===== config.mk =====
export PLATFORM = sky130hd
export DESIGN_NAME = pipe_rca
export DESIGN_NICKNAME = d
export VERILOG_FILES = /design/src/rtl/pipe_rca.sv
export SDC_FILE = /design/constraint.sdc
export NUM_CORES = 1
export LEC_CHECK = 0
export CORE_MARGIN = 4
export CORE_UTILIZATION = 48
export DETAILED_ROUTE_END_ITERATION = 7
export PLACE_DENSITY_LB_ADDON = 0.12
export RECOVER_POWER = 50
export SLEW_MARGIN = 10
export SYNTH_ARGS = -nofsm -noshare
export SYNTH_HDL_FRONTEND = slang
export SYNTH_SLANG_ARGS = --single-unit

===== constraint.sdc =====
create_clock -name clk -period 2.14 [get_ports clk]
set_input_delay 0.214 -clock clk [delete_from_list [all_inputs] [get_ports clk]]
set_output_delay 0.214 -clock clk [all_outputs]
set_load 0.02 [all_outputs]

===== src/rtl/pipe_rca.sv =====
// rtl/pipe_rca.sv - pipelined ripple-carry adder/subtractor, SEG carry bits resolved per stage
module pipe_rca #(
    parameter int N   = 16,
    parameter int SEG = 4
) (
    input  logic         clk,
    input  logic         rst,
    input  logic         in_valid,
    output logic         in_ready,
    input  logic [N-1:0] a,
    input  logic [N-1:0] b,
    input  logic         sub,
    input  logic         signed_mode,
    output logic         out_valid,
    input  logic         out_ready,
    output logic [N:0]   out,
    output logic         ovf
);
    localparam int STAGES = N / SEG;
    localparam int L      = STAGES - 1;

    logic advance;
    logic top;

    assign advance  = !out_valid || out_ready;
    assign in_ready = advance;

    for (genvar k = 0; k < STAGES; k++) begin : g_stage
        localparam int LO  = k * SEG;
        localparam int REM = N - LO;

        // Operands shrink by SEG bits per stage; results grow by SEG bits per stage.
        logic [REM-1:0]    in_a, in_b;
        logic              in_v, in_c, in_sub, in_sgn, in_msx;
        logic [SEG-1:0]    sum;
        logic              c_out;
        logic [LO+SEG-1:0] nxt_res;
        logic [LO+SEG-1:0] res;
        logic              v, c, t_sub, t_sgn, msx;

        if (k == 0) begin : g_src
            assign in_a    = a;
            assign in_b    = b ^ {N{sub}};
            assign in_v    = in_valid;
            assign in_c    = sub;
            assign in_sub  = sub;
            assign in_sgn  = signed_mode;
            // XOR of the operand sign bits after B inversion; forms the sign-extension bit
            assign in_msx  = a[N-1] ^ b[N-1] ^ sub;
            assign nxt_res = sum;
        end else begin : g_src
            assign in_a    = g_stage[k-1].g_ops.rem_a;
            assign in_b    = g_stage[k-1].g_ops.rem_b;
            assign in_v    = g_stage[k-1].v;
            assign in_c    = g_stage[k-1].c;
            assign in_sub  = g_stage[k-1].t_sub;
            assign in_sgn  = g_stage[k-1].t_sgn;
            assign in_msx  = g_stage[k-1].msx;
            assign nxt_res = {sum, g_stage[k-1].res};
        end

        always_comb begin
            logic cy;
            cy  = in_c;
            sum = '0;
            for (int i = 0; i < SEG; i++) begin
                sum[i] = in_a[i] ^ in_b[i] ^ cy;
                cy     = (in_a[i] & in_b[i]) | (cy & (in_a[i] ^ in_b[i]));
            end
            c_out = cy;
        end

        if (k < STAGES - 1) begin : g_ops
            logic [REM-SEG-1:0] rem_a, rem_b;
            always_ff @(posedge clk) begin
                if (advance) begin
                    rem_a <= in_a[REM-1:SEG];
                    rem_b <= in_b[REM-1:SEG];
                end
            end
        end

        always_ff @(posedge clk) begin
            if (rst) begin
                v <= 1'b0;
            end else if (advance) begin
                v <= in_v;
            end
            if (advance) begin
                c     <= c_out;
                res   <= nxt_res;
                t_sub <= in_sub;
                t_sgn <= in_sgn;
                msx   <= in_msx;
            end
        end
    end

    always_comb begin
        top = g_stage[L].t_sgn ? (g_stage[L].msx ^ g_stage[L].c)
                               : (g_stage[L].c ^ g_stage[L].t_sub);
        out_valid = g_stage[L].v;
        out       = '0;
        ovf       = 1'b0;
        if (g_stage[L].v) begin
            out = {top, g_stage[L].res};
            ovf = g_stage[L].t_sgn ? (top ^ g_stage[L].res[N-1]) : top;
        end
    end
endmodule


==> results.sh <==
export IMPL_status="finished clean"
export IMPL_power_density_mw_per_mm2=874
export IMPL_rows=33
export IMPL_htree_levels=3
export IMPL_cp_start_kind="register"
export IMPL_via_per_inst=4.40
export IMPL_grt_max_degree=82
export IMPL_final_max_slew_viol_count=0
export IMPL_routedWlPerCell_um=12.9
export IMPL_critical_path_peak_fanout=1
export IMPL_grt_pass1_vias=1747
export IMPL_dpl_cell_area_mm2=0.00480
export IMPL_synthTopCellsByCount="edfxtp_1 (104), inv_1 (37), and2_1 (17)"
export IMPL_syn_nets=268
export IMPL_yosys_top_cells_area="edfxtp_1 (77%), fa_1 (7.4%), inv_1 (3.4%)"
export IMPL_dr_pass1_iters=4
export IMPL_setup_violations=0
export IMPL_grt_use_met3_pct=3.34
export IMPL_grt_busiest_layer="met1"
export IMPL_io_pins=58
export IMPL_synthCells=215
export IMPL_coreArea_mm2=0.00822
export IMPL_met2_usage_pct=16.0
export IMPL_cts_tree="done"
export IMPL_wl_um=5110
export IMPL_drt_iter0_markers=86
export IMPL_startpoint="g_stage[1].g_ops.rem_b[0]$_DFFE_PP_"
export IMPL_hold_slack_ps=420
export IMPL_critPathRequiredTime_ps=2370
export IMPL_worstSetupPathType="register to register"
export IMPL_die_area_mm2=0.00999
export IMPL_clock_latency_ps=360
export IMPL_initial_core_util_pct=49.4
export IMPL_synth_top_area_cell="edfxtp_1"
export IMPL_synth_edf_count=104
export IMPL_num_antenna_cells=0
export IMPL_dp_hpwl_um=3440
export IMPL_final_layout_size_suffix_gt1_share_pct=11.7
export IMPL_yosysMostFrequentCell="edfxtp_1"
export IMPL_skew_ps=8.23
export IMPL_num_vias=1741
export IMPL_grt_antenna_before_repair=0
export IMPL_vdd_drop_max_uv=366
export IMPL_finalPower_w=0.00436
export IMPL_clockBufferDepth=2
export IMPL_grt_use_met1_pct=16.4
export IMPL_root_buffer="clkbuf_8"
export IMPL_grt_pass1_wl_um=8550
export IMPL_ys_seq_area_share_pct=79.0
export IMPL_place_congestion=0.660
export IMPL_worst_slew_pin_slew_ps=974
export IMPL_rsz0062_at_grt="true"
export IMPL_num_fill_cells=633
export IMPL_antenna_left=0
export IMPL_p_leak_nw=1.98
export IMPL_r2r_start="g_stage[1].g_ops.rem_b[0]$_DFFE_PP_"
export IMPL_die_height_um=99.9
export IMPL_fin_crit_ps=2060
export IMPL_cts_buffers=9
export IMPL_yosysWarnings=0
export IMPL_nets=339
export IMPL_grtUsageTotal_pct=11.5
export IMPL_area_delta_synth_final_pct=22.9
export IMPL_synth_distinct_cells=18
export IMPL_hold_start="g_stage[1].g_ops.rem_b[7]$_DFFE_PP_"
export IMPL_period_share_pct=96.3
export IMPL_worstHoldPathType="register to register"
export IMPL_cts_sinks=108
export IMPL_port_buffers=57
export IMPL_synthFlopType="edfxtp_1"
export IMPL_hold_buffers=0
export IMPL_final_area_mm2=0.00498
export IMPL_clk_pin_slew_ps=100
export IMPL_die_w_um=99.9
export IMPL_cp_end_kind="register"
export IMPL_async_flop_share_pct=0
export IMPL_drc_errors=0
export IMPL_grt_overflow=0
export IMPL_netlist_area_mm2=0.00406
export IMPL_slew_headroom_pct=35.1
export IMPL_synth_top_area_share_pct=77.0
export IMPL_detailedPlace_worstSlack_ps=-397
export IMPL_synth_area_per_cell_um2=18.9
export IMPL_setup_tns_ps=0
export IMPL_setup_ws_ps=78.4
export IMPL_ys_ff_latch=108
export IMPL_cp_data_arrival_time_ps=2300
export IMPL_fmax_mhz=485
export IMPL_final_hold_violation_count=0
export IMPL_drv_cap=0
## cell type report
| type | count | area (um2) | share of cell area [%] |
|---|---|---|---|
| flip-flops and latches | 108 | 3200 | 64.3 |
| multi-input cells | 66 | 696 | 14.0 |
| repair buffers | 64 | 621 | 12.5 |
| inverters | 37 | 139 | 2.79 |
| well taps | 105 | 131 | 2.64 |
| clock buffers | 10 | 128 | 2.56 |
| clock inverters | 6 | 65.1 | 1.31 |
## report_power, final
part / internal (W) / total (W) / leakage [nW] / switching (W)
Sequential: 0.00273 / 0.00283 / 1.13 / 0.0000986
Clock: 0.000541 / 0.00119 / 0.0962 / 0.000646
Combinational: 0.000177 / 0.000335 / 0.751 / 0.000159
Total: 0.00345 / 0.00436 / 1.98 / 0.000903
## flip-flops by register name, indices dropped and copies added, names as in the netlist, 3 cells and up
register             flops
g_stage.msx              4
g_stage.t_sgn            4
g_stage.t_sub            4
g_stage.v                3
g_stage.res             40
g_stage.g_ops.rem_a     24
g_stage.g_ops.rem_b     24
g_stage.c                4
## through the flow
| step | std cells | utilization (%) |
|---|---|---|
| CTS | 395 | 60.8 |
| floorplan | 215 | - |
| global placement | 379 | 58.4 |
| global route | 396 | 60.7 |
| detailed placement | 379 | 58.4 |
| finish | 396 | 60.7 |
## critical path, cell delays in order, from the launching register on
cell and delay [ps]:
edfxtp_1 410, fa_2 410, inv_2 60, fa_2 170
inv_1 50, fa_2 330, inv_2 60, fa_1 390
inv_1 60
## logic make-up after synthesis
logic type	Yosys count	synth area share (%)
AO/OA/AOI/OAI	4	0.802
flip-flops	108	79.0
XOR/XNOR	19	4.29
buffers and inverters	41	4.01
adder cells (fa/ha/maj)	15	7.40
AND/OR/NAND/NOR	23	3.30
multiplexers	5	1.23
## timing repair
action	CTS	global route
resized for setup	5	10
pin swaps	0	1
setup buffers	0	1
setup endpoints to repair	5	4
## layout by cell type (no fill, tap or decap), types with 9 or more instances in the layout
master           netlist  layout
clkdlybuf4s50_1        0      40
xor2_1                14      15
edfxtp_1             104     104
inv_1                 37      32
dlygate4sd3_1          0      14
fa_1                  15      10
clkbuf_8               0       9
and2_1                17      17
## per-layer routing
layer	part of all wire, %	wire length (um)
met5	0	0
met4	2.3	119
met3	6.2	318
met2	45	2300
met1	46	2370
## path summary, 6_finish.rpt
path / end / slack (ps) / depth (start not counted)
min: g_stage[2].g_ops.rem_b[3]$_DFFE_PP_ / 420 / 0
max reg2reg: g_stage[2].res[11]$_DFFE_PP_ / 80 / 8
max: g_stage[2].res[11]$_DFFE_PP_ / 80 / 8
min reg2reg: g_stage[2].g_ops.rem_b[3]$_DFFE_PP_ / 420 / 0
No activity file was read; power rests on OpenSTA's default activity.
